<file path="config.mk">
export PLATFORM = sky130hd
export DESIGN_NAME = cpu_divmod_unit
export DESIGN_NICKNAME = d
export VERILOG_FILES = /design/src/rtl/cpu_divmod_unit.sv
export SDC_FILE = /design/constraint.sdc
export NUM_CORES = 1
export LEC_CHECK = 0
export ABC_AREA = 1
export CAP_MARGIN = 20
export CORE_MARGIN = 2
export CORE_UTILIZATION = 53
export DETAILED_ROUTE_END_ITERATION = 7
export HOLD_SLACK_MARGIN = 0.12
export PLACE_DENSITY = 0.77
export SLEW_MARGIN = 20
export SYNTH_ARGS = -nofsm -noshare
export SYNTH_HDL_FRONTEND = slang
export SYNTH_SLANG_ARGS = --single-unit
export TNS_END_PERCENT = 5
</file>
<file path="constraint.sdc">
create_clock -name clk -period 2.15 [get_ports clk]
set_input_delay 0.43 -clock clk [delete_from_list [all_inputs] [get_ports clk]]
set_output_delay 0.43 -clock clk [all_outputs]
set_load 0.02 [all_outputs]
</file>
<file path="src/rtl/cpu_divmod_unit.sv">
// cpu_divmod_unit
// ---------------
// Multi-cycle integer divide/remainder unit for the CPU execute stage.
// A command is captured in IDLE, the operands are turned into magnitudes in
// PREP, a restoring radix-2 divider produces one quotient bit per cycle in
// ITER, and FIX applies the sign correction and publishes the result.
//
// Parameters
//   WIDTH          operand/result width in bits (2..64)
//
// Ports
//   clk            clock, all state changes on the rising edge
//   rst_n          synchronous active-low reset
//   enable         global stall; 0 freezes every register in the unit
//   start          command request, honoured only while idle and enabled
//   unsgn_or_sgn   0 = unsigned divide, 1 = two's-complement signed divide
//   num            dividend
//   denom          divisor
//   quot           registered quotient
//   rem            registered remainder
//   can_accept_cmd high while idle; a start this cycle is taken
//   data_ready     one-cycle pulse when quot/rem/div_by_zero are fresh
//   div_by_zero    the last result came from a zero divisor
module cpu_divmod_unit #(
  parameter int WIDTH = 32
) (
  input  logic             clk,
  input  logic             rst_n,
  input  logic             enable,
  input  logic             start,
  input  logic             unsgn_or_sgn,
  input  logic [WIDTH-1:0] num,
  input  logic [WIDTH-1:0] denom,
  output logic [WIDTH-1:0] quot,
  output logic [WIDTH-1:0] rem,
  output logic             can_accept_cmd,
  output logic             data_ready,
  output logic             div_by_zero
);

  localparam int CW = (WIDTH > 2) ? $clog2(WIDTH) : 1;
  localparam logic [CW-1:0] CNT_LAST = CW'(WIDTH - 1);

  typedef enum logic [1:0] {
    IDLE = 2'd0,
    PREP = 2'd1,
    ITER = 2'd2,
    FIX  = 2'd3
  } state_t;

  state_t           state_q;
  logic [CW-1:0]    cnt_q;
  logic [WIDTH-1:0] numRaw_q;
  logic [WIDTH-1:0] denRaw_q;
  logic             sgn_q;
  logic [WIDTH-1:0] numMag_q;
  logic [WIDTH-1:0] denMag_q;
  logic [WIDTH-1:0] remPart_q;
  logic             negQuot_q;
  logic             negRem_q;
  logic             zeroDen_q;
  logic [WIDTH-1:0] quot_q;
  logic [WIDTH-1:0] rem_q;
  logic             dbz_q;
  logic             dataReady_q;

  logic [WIDTH-1:0] numAbs_d;
  logic [WIDTH-1:0] denAbs_d;
  logic [WIDTH:0]   shifted_d;
  logic [WIDTH:0]   diff_d;
  logic             qBit_d;
  logic [WIDTH-1:0] remStep_d;
  logic [WIDTH-1:0] quotFix_d;
  logic [WIDTH-1:0] remFix_d;

  // Datapath for one divider step and for the final sign fix-up.
  // numMag_q doubles as the quotient register: dividend bits leave at the
  // top while quotient bits enter at the bottom. The partial remainder is
  // always below the divisor, so the shifted value minus the divisor fits in
  // WIDTH+1 bits and its top bit is a clean borrow flag. The magnitude of the
  // most-negative number is 2^(WIDTH-1), which still fits unsigned, so the
  // signed-overflow case falls out of the normal path without special casing.
  always_comb begin
    numAbs_d  = (sgn_q && numRaw_q[WIDTH-1]) ? (-numRaw_q) : numRaw_q;
    denAbs_d  = (sgn_q && denRaw_q[WIDTH-1]) ? (-denRaw_q) : denRaw_q;
    shifted_d = {remPart_q, numMag_q[WIDTH-1]};
    diff_d    = shifted_d - {1'b0, denMag_q};
    qBit_d    = ~diff_d[WIDTH];
    remStep_d = qBit_d ? diff_d[WIDTH-1:0] : shifted_d[WIDTH-1:0];
    if (zeroDen_q) begin
      quotFix_d = '1;
      remFix_d  = numRaw_q;
    end else begin
      quotFix_d = negQuot_q ? (-numMag_q) : numMag_q;
      remFix_d  = negRem_q ? (-remPart_q) : remPart_q;
    end
  end

  // Control FSM with the operand, working and result registers.
  // data_ready is cleared on every enabled edge except the one leaving FIX,
  // so a pulse raised just before a stall stays visible until the pipeline
  // moves again. Because FIX returns straight to IDLE, the unit can accept a
  // new command in the same cycle that it reports the previous result.
  always_ff @(posedge clk) begin
    if (!rst_n) begin
      state_q     <= IDLE;
      cnt_q       <= '0;
      numRaw_q    <= '0;
      denRaw_q    <= '0;
      sgn_q       <= 1'b0;
      numMag_q    <= '0;
      denMag_q    <= '0;
      remPart_q   <= '0;
      negQuot_q   <= 1'b0;
      negRem_q    <= 1'b0;
      zeroDen_q   <= 1'b0;
      quot_q      <= '0;
      rem_q       <= '0;
      dbz_q       <= 1'b0;
      dataReady_q <= 1'b0;
    end else if (enable) begin
      dataReady_q <= 1'b0;
      unique case (state_q)
        IDLE: begin
          if (start) begin
            numRaw_q <= num;
            denRaw_q <= denom;
            sgn_q    <= unsgn_or_sgn;
            state_q  <= PREP;
          end
        end
        PREP: begin
          numMag_q  <= numAbs_d;
          denMag_q  <= denAbs_d;
          negQuot_q <= sgn_q & (numRaw_q[WIDTH-1] ^ denRaw_q[WIDTH-1]);
          negRem_q  <= sgn_q & numRaw_q[WIDTH-1];
          remPart_q <= '0;
          cnt_q     <= CNT_LAST;
          zeroDen_q <= (denRaw_q == '0);
          state_q   <= (denRaw_q == '0) ? FIX : ITER;
        end
        ITER: begin
          remPart_q <= remStep_d;
          numMag_q  <= {numMag_q[WIDTH-2:0], qBit_d};
          if (cnt_q == '0) begin
            state_q <= FIX;
          end else begin
            cnt_q <= cnt_q - CW'(1);
          end
        end
        FIX: begin
          quot_q      <= quotFix_d;
          rem_q       <= remFix_d;
          dbz_q       <= zeroDen_q;
          dataReady_q <= 1'b1;
          state_q     <= IDLE;
        end
        default: state_q <= IDLE;
      endcase
    end
  end

  assign quot           = quot_q;
  assign rem            = rem_q;
  assign div_by_zero    = dbz_q;
  assign data_ready     = dataReady_q;
  assign can_accept_cmd = (state_q == IDLE);

endmodule

</file>
==> metrics.md, run 1 <==
| Metric | Value |
|---|---|
| Clk pwr share | `between 20% and 30%` |
| Register area share after synthesis | `approximately 31%` |
| LEAKAGE | `slightly above 9 nW` |
| CTS sink count | `between 200 and 250` |
| Slew HR | `a little under three fifths` |
| Synth area leaders | `dfxtp_1 31%, nand2_1 15%, inv_1 8.6%, a21oi_1 8.5%, nand3_1 6.7%` |
| Max VDD drop | `0.0005599 V` |
| Final core utilization | `69.39%` |
| Slew @ Worst Pin | `approximately 640 ps` |
| First-pass GRT wire length | `85580 um` |
| CTS tree | `done` |
| Vias in the first global route | `15970` |
| Fraction of layout cells with a size suffix above 1 | `14.23%` |
| Total GRT Usage | `a little over a third` |
| HPWL after DPL | `between 40000 and 50000 um` |
| Die X | `173.8 um` |
| CP peak stage delay | `about 420 ps` |
| Ports | `approximately 140` |
| Diodes inserted | `0` |
| Post-synth top area share | `a little under a third` |
| Syn Nets | `2560` |
| Cell repeated most along the worst path | `nand2_1` |
| Worst hold path class | `input port to flip-flop` |
| Combinational Power Share | `a little over two fifths` |
| Commonest non-fill, non-tap cell in the layout | `nand2_1` |
| CTS buffer count | `27` |
| Per-cell routed wire length | `17.91 um` |
| Tmin final | `2305 ps` |
| Die Height | `about 170 um` |
| Crit-path max FO | `7` |
| Count of nets after finishing | `around 2800` |
| Launch point of the worst path | `remPart_q[20]$_SDFFE_PN0P_` |
| Area grow syn2layout | `29.58%` |
| Starting Density | `between 50% and 60%` |
| Synthesized area | `0.01529 sq mm` |
| Most frequent cells in the layout | `584 x nand2_1, 349 x inv_1, 245 x a21oi_1` |
| Crit path arrival time | `between 2000 and 3000 ps` |
| Clk buf depth | `3` |
| Worst-Skew Late Latency | `around 560 ps` |
| Hold Path Depth | `3` |
| Core area | `0.02855 sq mm` |
| Vias post-DR | `17530` |
| Req. time, crit path | `around 2600 ps` |
| Synthesis Warnings | `0` |
| Asr flop ratio synth | `0%` |
| Seq pwr share | `between 20% and 30%` |
| Hold path startpoint | `rst_n` |
| Critical path type | `flip-flop to flip-flop` |
| Reg2Reg Setup Slack | `-150 ps` |
| R2R Path Start | `remPart_q[20]$_SDFFE_PN0P_` |
| Switching share of power | `between 30% and 40%` |
| Crit path capture type | `flip-flop` |
| Max_cap viols | `0` |
| Via density | `roughly 5.6` |
| Overflow after GRT | `0` |
| Drc violations | `0` |
| Synthesized flop and latch total | `approximately 240` |
| Pins Over Slew Limit | `0` |
| Setup ws final | `-155.0 ps` |
| Total number of H-tree levels | `1` |
| Worst Skew | `around 12 ps` |
| Largest net degree at the start of global routing | `100` |
| RSZ-0062 raised after global routing | `true` |
| Crit-path cells | `ha_1 -> nand2_1 -> nand2_1 -> nand2_1 -> nand2_1 -> inv_1 -> nand2_1 -> a21oi_4 -> nand3_4 -> buf_6 -> nand3_2 -> nand3_1 -> a21oi_1` |
| PwrDens | `about 840 mW/mm^2` |
| DIE AREA | `roughly 0.03 sq mm` |
| CP max-delay cell | `dfxtp_1` |
| Sw power | `6.546 mW` |
| CTS clk-pin slew, worst paths | `roughly 70 ps` |
| R2R Path End | `remPart_q[19]$_SDFFE_PN0P_` |
| Largest area contributor in the netlist | `dfxtp_1` |
| Final-report hold violation count | `0` |
| DR iter-0 viols | `between 2000 and 2500` |
| CP Launch Type | `flip-flop` |
| Final Total Pwr | `between 15 and 20 mW` |
| Initial antenna violation count | `1` |
| Final Cycle Share | `107.2%` |
| Top FF cell, synth | `dfxtp_1` |
| Status | `complete, but fails checks` |
| GP Congestion | `1.005` |
| CTS Root Buffer Type | `clkbuf_16` |
| # rows | `a little over 60` |
| Hold Path End | `numMag_q[15]$_SDFFE_PN0P_` |
| FILL cells | `about 2600` |
| Port buffer count | `between 100 and 150` |
| Post-Synthesis Cells | `2448` |
| Cell internal pwr | `slightly above 10 mW` |
| DR pass1 iterations | `6` |
| EDFF count, synth | `0` |
| Failing checks | `setup timing` |
| Worst R2R Path Depth | `13` |
| Netlist cell types | `49` |
| Maximum clock rate | `433.8 MHz` |
| Syn avg cell area | `6.245 sq um` |
| ANT nets after route | `0` |
| Final setup viols | `32` |
| Routed WL | `55600 um` |
==> metrics by stage <==
stage	hold WS [ps]	TNS, ps	setup slack, ps	area (sq um)	instances
2_1_floorplan	445.3	0	20.44	15290	2448
3_3_place_gp	451.2	-1576	-68.10	18250	3049
3_5_place_dp	458.2	-3667	-152.6	18250	3049
4_1_cts	257.1	-1982	-107.0	19190	3097
5_1_grt	291.5	-6635	-246.4	19810	3104
6_report	260.0	-2495	-155.0	19810	3104
==> power groups by stage <==
stage / Combinational, mW / Clock [mW] / Sequential, mW
6_report: 6.95 / 4.79 / 4.91
5_1_grt: 7.55 / 4.98 / 4.94
4_1_cts: 6.04 / 4.80 / 4.90
3_5_place_dp: 5.97 / 0 / 4.99
3_3_place_gp: 5.87 / 0 / 4.98
2_1_floorplan: 3.91 / 0 / 4.94
==> state kept, by name, summed over array words and instances, names as in the netlist <==
| register | flops |
|---|---|
| denRaw_q | 32 |
| denMag_q | 32 |
| numMag_q | 32 |
| negQuot_q | 1 |
| quot | 32 |
| rem | 32 |
| numRaw_q | 32 |
| div_by_zero | 1 |
| data_ready | 1 |
| negRem_q | 1 |
| cnt_q | 5 |
| zeroDen_q | 1 |
| remPart_q | 32 |
| sgn_q | 1 |
| state_q | 2 |
==> synth_stat cells (all sizes together), types with 16 or more instances <==
cell,number
nor3,30
dfxtp,237
nand3b,16
a21oi,264
inv,358
nand2,613
xor2,43
a22oi,33
a31oi,19
nand4,17
nand3,210
clkbuf,83
o21ai,198
o211ai,17
ha,42
nor2,194
buf,22
==> cells by family after synthesis <==
| family | after synthesis | share of synthesized area, % |
|---|---|---|
| simple gates | 1099 | 30.86 |
| fa+ha+maj | 43 | 3.568 |
| buf+inv | 466 | 11.84 |
| flops | 237 | 31.04 |
| compound gates | 552 | 19.77 |
| xor+xnor | 51 | 2.922 |
==> critical path, delay by kind of cell (launching register included) <==
| kind | cells | cell delay, ps |
|---|---|---|
| flops | 1 | 420 |
| compound gates | 2 | 440 |
| buf+inv | 2 | 300 |
| simple gates | 8 | 760 |
| fa+ha+maj | 1 | 300 |
==> worst max-delay path by stage <==
stage,slack (ps),to,cells after the start
final,-150,remPart_q[19]$_SDFFE_PN0P_,13
after global routing,-250,remPart_q[1]$_SDFFE_PN0P_,17
after CTS,-110,remPart_q[27]$_SDFFE_PN0P_,12
after detailed placement,-150,remPart_q[29]$_SDFFE_PN0P_,17
after global placement,-70,remPart_q[5]$_SDFFE_PN0P_,17
after floorplan,20,remPart_q[10]$_SDFFE_PN0P_,18
==> routing by layer <==
layer / vias to the layer above / GRT usage, % / wire length (um)
met5: - / 0 / 9
met2: 865 / 52.97 / 23190
met1: 8078 / 50.93 / 24550
met4: 2 / 8.473 / 1603
li1: 8475 / - / -
met3: 105 / 8.048 / 6246
==> area by class of cell <==
cell class	instances	area (sq um)	area share [%]
multi-input combinational	1746	9256	46.73
sequential	237	4750	23.98
timing repair buffer	328	3049	15.39
inverter	361	1356	6.847
clock buffer	40	804.5	4.061
tap	384	480.5	2.425
clock inverter	8	112.6	0.5685
==> timing repair <==
item	CTS	global route
pin swaps	1	37
endpoints found under the setup margin	35	65
setup buffers	0	2
hold buffers	0	0
gates cloned	0	5
resized for setup	9	110
(Power assumes the default switching activity.)
==> inputs of run 2 (changes only) <==
--- a/config.mk
+++ b/config.mk
@@ -7,11 +7,14 @@
 export LEC_CHECK = 0
 export ABC_AREA = 1
 export CAP_MARGIN = 20
+export CELL_PAD_IN_SITES_DETAIL_PLACEMENT = 1
+export CELL_PAD_IN_SITES_GLOBAL_PLACEMENT = 2
+export CORE_ASPECT_RATIO = 0.75
 export CORE_MARGIN = 2
-export CORE_UTILIZATION = 53
+export CORE_UTILIZATION = 29
 export DETAILED_ROUTE_END_ITERATION = 7
 export HOLD_SLACK_MARGIN = 0.12
-export PLACE_DENSITY = 0.77
+export PLACE_DENSITY_LB_ADDON = 0.1
 export SLEW_MARGIN = 20
 export SYNTH_ARGS = -nofsm -noshare
 export SYNTH_HDL_FRONTEND = slang
==> metrics.md, run 2 (synthesized netlist as in run 1, its figures left out) <==
| Metric | Value |
|---|---|
| Status | `complete, but fails checks` |
| Failing checks | `setup timing` |
| Largest net degree at the start of global routing | `76 (-24%)` |
| Setup ws final | `-127.4 ps (+27.54 ps)` |
| CTS buffer count | `29 (+7.4%)` |
| CTS clk-pin slew, worst paths | `70 ps (about the same)` |
| Initial antenna violation count | `0 (-1)` |
| DR pass1 iterations | `5 (-1)` |
| Overflow after GRT | `0 (unchanged)` |
| CTS sink count | `237 (unchanged)` |
| Crit path capture type | `flip-flop` |
| Final Cycle Share | `105.9% (-1.3 points)` |
| Port buffer count | `135 (unchanged)` |
| Max_cap viols | `0 (unchanged)` |
| Cell internal pwr | `10.63 mW (+5.3%)` |
| Combinational Power Share | `41.1% (-0.6 points)` |
| Clk pwr share | `31.0% (+2.2 points)` |
| Die Height | `202.8 um (+17%)` |
| DIE AREA | `0.05459 sq mm (+81%)` |
| Clk buf depth | `3 (unchanged)` |
| Most frequent cells in the layout | `581 x nand2_1, 338 x inv_1, 247 x a21oi_1` |
| Seq pwr share | `27.9% (-1.6 points)` |
| Area grow syn2layout | `36.33%` |
| RSZ-0062 raised after global routing | `true` |
| First-pass GRT wire length | `103100 um (+20%)` |
| DR iter-0 viols | `1183 (-47%)` |
| Fraction of layout cells with a size suffix above 1 | `16.93% (+2.7 points)` |
| PwrDens | `847.3 mW/mm^2 (+0.84%)` |
| Drc violations | `0 (unchanged)` |
| Slew HR | `52.00% (-4.6 points)` |
| Cts hold-fix bufs | `0 (unchanged)` |
| Crit-path max FO | `9 (+2)` |
| Worst-Skew Late Latency | `600 ps (+40 ps)` |
| Total number of H-tree levels | `1 (unchanged)` |
| Sw power | `7.024 mW (+7.3%)` |
| ANT nets after route | `0 (unchanged)` |
| Fin cells | `3492 (+13%)` |
| Vias post-DR | `17210 (-1.8%)` |
| HPWL after DPL | `54220 um (+28%)` |
| Worst hold path class | `input port to flip-flop` |
| Tmin final | `2277 ps (-27.54 ps)` |
| Ports | `136 (unchanged)` |
| GP Congestion | `0.8999 (-10%)` |
| CTS tree | `done` |
| DP Area | `0.01914 sq mm (+4.8%)` |
| CP Launch Type | `flip-flop` |
| Final Total Pwr | `17.66 mW (+6.1%)` |
| Hold path startpoint | `rst_n` |
| Reg2Reg Setup Slack | `-130 ps (+30 ps)` |
| Req. time, crit path | `2670 ps (+40 ps)` |
| Vias in the first global route | `17150 (+7.4%)` |
| Critical path type | `flip-flop to flip-flop` |
| Die X | `269.1 um (+55%)` |
| Per-cell routed wire length | `19.43 um (+8.5%)` |
| R2R Path Start | `denMag_q[29]$_SDFFE_PN0P_` |
| CTS Root Buffer Type | `clkbuf_16` |
| Total GRT Usage | `24.11% (-11 points)` |
| Final-report hold violation count | `0 (unchanged)` |
| Final core utilization | `40.23% (-29 points)` |
| Slew @ Worst Pin | `717.6 ps (+73.41 ps)` |
| Worst Skew | `23.94 ps (+11.52 ps)` |
| Max VDD drop | `0.0005410 V (-3.4%)` |
| Starting Density | `29.51% (-24 points)` |
| Commonest non-fill, non-tap cell in the layout | `nand2_1` |
| Switching share of power | `39.78% (+0.44 points)` |
| Core area | `0.05180 sq mm (+81%)` |
| Hold Path Depth | `3 (unchanged)` |
| Worst R2R Path Depth | `12 (-1)` |
| LEAKAGE | `9.472 nW (+3.0%)` |
| Min Hold Slack | `192.1 ps (-67.88 ps)` |
| Crit path arrival time | `2800 ps (about the same)` |
| Routed WL | `67840 um (+22%)` |
| Hold Path End | `quot[15]$_SDFFE_PN0P_` |
| R2R Path End | `remPart_q[8]$_SDFFE_PN0P_` |
| Post-route design area | `0.02084 sq mm (+5.2%)` |
| DP Cell Count | `3432 (+13%)` |
| Count of nets after finishing | `2877 (+2.3%)` |
| Final setup viols | `33 (+3.1%)` |
| Pins Over Slew Limit | `0 (unchanged)` |
| Via density | `4.928 (-13%)` |
| # rows | `72 (+16%)` |
| Maximum clock rate | `439.1 MHz (+1.2%)` |
[run 2: area by class of cell]
class,count,area (sq um)
fill,6584,30960
multi-input combinational,1746,9320
sequential,237,4751
timing repair buffer,390,3481
inverter,361,1359
tap,703,879.6
clock buffer,38,829.5
clock inverter,16,219.0
antenna,1,2.502
[run 2: worst max-delay path, cell delays in order (launching register included)]
cell	delay, ps
dfxtp_1	330
inv_1	50
ha_1	330
nand2_1	110
a21oi_1	70
nor2_1	200
nand2_2	120
a21oi_4	220
nand3_4	210
buf_6	210
nand3_1	110
nand3_1	100
a21oi_2	120
[run 2: repair_timing]
| action | in CTS | in global routing |
|---|---|---|
| pin swaps | 2 | 4 |
| cloned | 0 | 3 |
| gates resized for setup | 49 | 87 |
| setup buffers | 0 | 2 |
| setup endpoints to repair | 52 | 71 |
[run 2: layer usage]
| layer | up-vias | track usage [%] | part of all wire, % |
|---|---|---|---|
| li1 | 8592 | - | - |
| met1 | 8244 | 38.65 | 55 |
| met2 | 312 | 34.09 | 39 |
| met3 | 59 | 2.436 | 4.3 |
| met4 | 0 | 4.609 | 1.9 |
| met5 | - | 0 | 0 |
[run 2: worst max path at each step]
stage | from | to | slack (ps)
floorplan | numMag_q[31]$_SDFFE_PN0P_ | remPart_q[10]$_SDFFE_PN0P_ | 20
global placement | numMag_q[31]$_SDFFE_PN0P_ | remPart_q[27]$_SDFFE_PN0P_ | -210
detailed placement | numMag_q[31]$_SDFFE_PN0P_ | remPart_q[28]$_SDFFE_PN0P_ | -310
CTS | denMag_q[27]$_SDFFE_PN0P_ | remPart_q[6]$_SDFFE_PN0P_ | -120
global route | denMag_q[3]$_SDFFE_PN0P_ | remPart_q[21]$_SDFFE_PN0P_ | -240
finish | denMag_q[29]$_SDFFE_PN0P_ | remPart_q[8]$_SDFFE_PN0P_ | -130
[run 2: metrics by stage]
stage                     TNS (ps)  worst slack, ps
after floorplan                  0            20.44
after global placement       -6061           -212.8
after detailed placement     -9441           -306.1
after CTS                    -2432           -117.3
after global routing         -7101           -240.3
final                        -2554           -127.4
[run 2: power groups by stage]
stage	clock (mW)	sequential [mW]	combinational, mW
detailed placement	0	5.00	6.69
CTS	5.60	4.91	6.85
floorplan	0	4.94	3.91
global placement	0	5.00	6.61
finish	5.48	4.92	7.26
global route	5.77	4.96	8.02
==> inputs of run 3 (changes only) <==
--- a/config.mk
+++ b/config.mk
@@ -12,11 +12,11 @@
 export CORE_ASPECT_RATIO = 0.75
 export CORE_MARGIN = 2
 export CORE_UTILIZATION = 29
+export CTS_BUF_LIST = sky130_fd_sc_hd__clkbuf_8 sky130_fd_sc_hd__clkbuf_16
 export DETAILED_ROUTE_END_ITERATION = 7
 export HOLD_SLACK_MARGIN = 0.12
 export PLACE_DENSITY_LB_ADDON = 0.1
-export SLEW_MARGIN = 20
+export SLEW_MARGIN = 10
 export SYNTH_ARGS = -nofsm -noshare
 export SYNTH_HDL_FRONTEND = slang
 export SYNTH_SLANG_ARGS = --single-unit
-export TNS_END_PERCENT = 5
==> metrics.md, run 3 (synthesized netlist as in run 1, its figures left out) <==
| Metric | Value |
|---|---|
| Fraction of layout cells with a size suffix above 1 | `17.05% (+0.12 points)` |
| Port buffer count | `135 (unchanged)` |
| Slew HR | `55.98% (+4.0 points)` |
| Crit path capture type | `flip-flop` |
| Total GRT Usage | `24.13% (about the same)` |
| DR pass1 iterations | `7 (+2)` |
| Overflow after GRT | `0 (unchanged)` |
| # rows | `72 (unchanged)` |
| Crit-path max FO | `9 (unchanged)` |
| Count of nets after finishing | `2881 (+0.14%)` |
| Critical path type | `flip-flop to flip-flop` |
| RSZ-0062 raised after global routing | `true` |
| DR iter-0 viols | `1086 (-8.2%)` |
| Ports | `136 (unchanged)` |
| FILL cells | `6583 (-0.015%)` |
| Initial antenna violation count | `0 (unchanged)` |
| Crit-path cells | `inv_1 -> ha_1 -> nand2_1 -> a21oi_1 -> nor2_1 -> nand2_2 -> a21oi_4 -> nand3_4 -> buf_6 -> nand3_1 -> nand3_1 -> a21oi_2` |
| LEAKAGE | `9.507 nW (+0.37%)` |
| Cell repeated most along the worst path | `nand3_1` |
| Crit path arrival time | `2830 ps (+30 ps)` |
| CTS Root Buffer Type | `clkbuf_16` |
| Max VDD drop | `0.0005425 V (+0.28%)` |
| Final core utilization | `40.35% (+0.11 points)` |
| DP Cell Count | `3432 (unchanged)` |
| ANT nets after route | `0 (unchanged)` |
| Pins Over Slew Limit | `0 (unchanged)` |
| Final setup viols | `33 (unchanged)` |
| Most frequent cells in the layout | `580 x nand2_1, 340 x inv_1, 250 x a21oi_1` |
| Die Height | `202.8 um (unchanged)` |
| CTS sink count | `237 (unchanged)` |
| CP Launch Type | `flip-flop` |
| Vias post-DR | `17210 (+0.035%)` |
| Starting Density | `29.51% (unchanged)` |
| Worst Skew | `18.99 ps (-4.949 ps)` |
| PwrDens | `849.9 mW/mm^2 (+0.31%)` |
| Routed WL | `67810 um (about the same)` |
| Min Hold Slack | `195.2 ps (+3.085 ps)` |
| Die X | `269.1 um (unchanged)` |
| CP max-delay cell | `dfxtp_1` |
| Via density | `4.924 (about the same)` |
| Per-cell routed wire length | `19.40 um (-0.16%)` |
| HPWL after DPL | `54220 um (unchanged)` |
| CTS buffer count | `29 (unchanged)` |
| Worst-Skew Late Latency | `600 ps (about the same)` |
| Drc violations | `0 (unchanged)` |
| Vias in the first global route | `17160 (+0.041%)` |
| Failing checks | `setup timing` |
| CTS tree | `done` |
| Worst hold path class | `input port to flip-flop` |
| Clk buf depth | `3 (unchanged)` |
| Max_cap viols | `0 (unchanged)` |
| Largest net degree at the start of global routing | `76 (unchanged)` |
| CTS clk-pin slew, worst paths | `70 ps (about the same)` |
| Status | `complete, but fails checks` |
| Req. time, crit path | `2670 ps (about the same)` |
| Area grow syn2layout | `36.71%` |
| Setup ws final | `-160.7 ps (-33.32 ps)` |
| Final Cycle Share | `107.5% (+1.5 points)` |
| Total number of H-tree levels | `1 (unchanged)` |
| DIE AREA | `0.05459 sq mm (unchanged)` |
| Commonest non-fill, non-tap cell in the layout | `nand2_1` |
| Tmin final | `2311 ps (+33.32 ps)` |
| Maximum clock rate | `432.8 MHz (-1.4%)` |
| Slew @ Worst Pin | `658.1 ps (-59.56 ps)` |
| GP Congestion | `0.8999 (unchanged)` |
| Fin cells | `3496 (+0.11%)` |
| Final Total Pwr | `17.76 mW (+0.58%)` |
| First-pass GRT wire length | `103200 um (+0.10%)` |
| Core area | `0.05180 sq mm (unchanged)` |
| Final-report hold violation count | `0 (unchanged)` |
| CP peak stage delay | `330 ps (about the same)` |
## run 3: cell types whose count changed in the layout (fill, tap and decap cells not counted), sizes merged
cell	previous run	this run
inv	360	362
clkbuf	41	40
buf	254	257
## run 3: what timing repair did
| item | 4_1_cts | 5_1_grt |
|---|---|---|
| resized for setup | 57 | 82 |
| hold buffers | 0 | 0 |
| gates cloned | 0 | 4 |
| endpoints found under the hold margin | 0 | 0 |
| pin swaps | 3 | 8 |
| setup endpoints to repair | 52 | 71 |
| setup buffers | 0 | 5 |
## run 3: final cells by class
class	instances	area [sq um]	share of cell area, %
antenna	1	2.502	0.01197
clock inverter	18	226.5	1.084
clock buffer	36	822.0	3.933
tap	703	879.6	4.209
timing repair buffer	394	3532	16.90
inverter	361	1359	6.502
multi-input combinational	1746	9326	44.63
sequential	237	4751	22.73
## run 3: where the power goes
group	switching (mW)	leakage (nW)	internal [mW]	total, mW
Sequential	0.267	1.93	4.66	4.92
Clock	2.25	0.516	3.21	5.46
Combinational	4.54	7.06	2.84	7.37
Total	7.06	9.51	10.7	17.8
## run 3: per-stage QoR
| stage | cell area [sq um] | worst slack [ps] | TNS, ps |
|---|---|---|---|
| floorplan | 15290 | 20.44 | 0 |
| global placement | 19140 | -212.8 | -6061 |
| detailed placement | 19140 | -306.1 | -9441 |
| CTS | 20480 | -101.1 | -2221 |
| global route | 20900 | -254.7 | -7278 |
| finish | 20900 | -160.7 | -3170 |
## run 3: final timing paths
path	from	endpoint	slack (ps)	cells past startpoint
worst max-delay path	denMag_q[29]$_SDFFE_PN0P_	remPart_q[8]$_SDFFE_PN0P_	-160	12
worst min-delay path	rst_n	quot[12]$_SDFFE_PN0P_	200	3
worst max register to register	denMag_q[29]$_SDFFE_PN0P_	remPart_q[8]$_SDFFE_PN0P_	-160	12
worst min register to register	cnt_q[0]$_SDFFE_PN0P_	cnt_q[0]$_SDFFE_PN0P_	470	2
## run 3: worst max-delay path, delay by kind of cell, from the launching register on
kind                       cells  cell delay, ps
buffers and inverters          2             260
adders and majority gates      1             330
and+or+nand+nor                6             890
DFF                            1             330
AOI/OAI and AO/OA              3             410
## run 3: routing by layer
layer | track usage (%) | share of wire (%) | vias up
li1 | - | - | 8601
met1 | 38.69 | 55 | 8239
met2 | 34.12 | 39 | 313
met3 | 2.436 | 4.3 | 60
met4 | 4.609 | 1.8 | 0
met5 | 0 | 0 | -
==> edit: new RTL, config.mk and constraints of run 2 <==
Change the parameter `WIDTH` from 32 to 16.
--- a/src/rtl/cpu_divmod_unit.sv
+++ b/src/rtl/cpu_divmod_unit.sv
@@ -24,3 +24,3 @@
 module cpu_divmod_unit #(
-  parameter int WIDTH = 32
+  parameter int WIDTH = 16
 ) (
Ports: changed (resized denom, num, quot and rem); port bits go from 136 to 72. No check against the original RTL was run, so the function may have changed too.
==> edit against run 2 <==
Combinational power shrank 66%; total power down 55%; sequential cell count down 113; largest power group is now clock; worst setup slack improved by 0.23 ns; area after synthesis is 51% lower; die area decreased by 50%; via count shrank 56%; clock power is 48% lower; wire length is 61% lower; global-route usage fell by 3.5 points; design area decreased by 54%.
==> edit: results (changes against run 2) <==
.. list-table::
   :header-rows: 1

   * - Metric
     - Value
   * - Cells after DPL
     - 1,543 (was 3,432)
   * - Gp weighted congestion
     - 0.796 (was 0.900)
   * - Htree depth
     - 4 (was 1)
   * - Total CTS buffers
     - 17 (was 29)
   * - Buffers from clock root to sink, at most
     - 2 (was 3)
   * - Clock network power share
     - 36.0% (was 31.0%)
   * - Maximum fanout along the worst path
     - 13 (was 9)
   * - Share of post-route cells with drive strength above 1
     - 12.8% (was 16.9%)
   * - Fillcell total
     - 3,194 (was 6,584)
   * - Met1 global-route usage
     - 31.9% (was 38.6%)
   * - Post-DP Area
     - 0.00887 sq mm (was 0.0191 sq mm)
   * - Standby leakage power
     - 4.05 nW (was 9.47 nW)
   * - Run status
     - finished clean (was finished with violations)
   * - Total wire length after detailed routing
     - 26,600 microns (was 67,800 microns)
   * - Average routed wire per standard cell
     - 16.9 microns (was 19.4 microns)
   * - Met3 usage
     - 3.42% (was 2.44%)
   * - Sequential element share of the synthesized area
     - 33.2% (was 31.0%)
   * - Synthesized net count
     - 1,191 (was 2,560)
   * - Synthesized netlist cell count
     - 1,128 (was 2,448)
   * - Worst setup skew after layout
     - 0.0204 ns (was 0.0239 ns)
   * - 1st-iter DRT viols
     - 413 (was 1,183)
   * - Number of global-route vias before repair
     - 7,661 (was 17,200)
   * - Critical path launch point
     - denMag_q[14]$_SDFFE_PN0P_ (was denMag_q[29]$_SDFFE_PN0P_)
   * - Arrival time of the worst setup path
     - 2.35 ns (was 2.80 ns)
   * - Number of buffers added on ports
     - 71 (was 135)
   * - Gate power share
     - 31.3% (was 41.1%)
   * - Source-to-sink clock delay at the later pin of the worst-skew pair
     - 0.43 ns (was 0.60 ns)
edit: cell types whose count changed after synthesis, sizes merged, moves of 18 or more:
cell	change
inv	-200
a22oi	-18
dfxtp	-113
xor2	-32
a21oi	-134
nand3	-103
nand2	-354
clkbuf	-45
o21ai	-95
nor2	-121
edit: cell families after synthesis:
| group | after synthesis | share of synthesized area (%) |
|---|---|---|
| compound gates | 280 | 20.9 |
| xor+xnor | 15 | 1.76 |
| fa+ha+maj | 26 | 4.45 |
| buf+inv | 208 | 10.9 |
| flops | 124 | 33.2 |
| simple gates | 475 | 28.8 |
edit: how the worst min path moves through the flow:
stage / startpoint / endpoint
after floorplan: cnt_q[0]$_SDFFE_PN0P_ / cnt_q[0]$_SDFFE_PN0P_
after global placement: cnt_q[0]$_SDFFE_PN0P_ / cnt_q[0]$_SDFFE_PN0P_
after detailed placement: cnt_q[0]$_SDFFE_PN0P_ / cnt_q[0]$_SDFFE_PN0P_
after CTS: rst_n / numRaw_q[15]$_SDFFE_PN0P_
after global routing: rst_n / numRaw_q[15]$_SDFFE_PN0P_
final: rst_n / numRaw_q[15]$_SDFFE_PN0P_
edit: area by class of cell:
type	instances	area share (%)
clock buffers	19	4.55
clock inverters	13	1.39
inverters	160	6.31
multi-input cells	796	44.7
flip-flops and latches	124	26.1
well taps	338	4.45
repair buffers	125	12.5
edit: per-stage QoR:
stage / hold slack [ns] / power (mW) / util [%]
final: 0.380 / 7.87 / 37.8
after CTS: 0.379 / 7.93 / 37.5
after floorplan: 0.422 / 4.29 / -
after global routing: 0.397 / 8.39 / 37.8
after detailed placement: 0.446 / 5.07 / 35.3
after global placement: 0.443 / 5.02 / 35.3
edit: what timing repair did:
item	CTS	global route
hold buffers	0	0
hold endpoints to repair	0	0
endpoints found under the setup margin	14	20
resized for setup	2	21
pin swaps	0	2
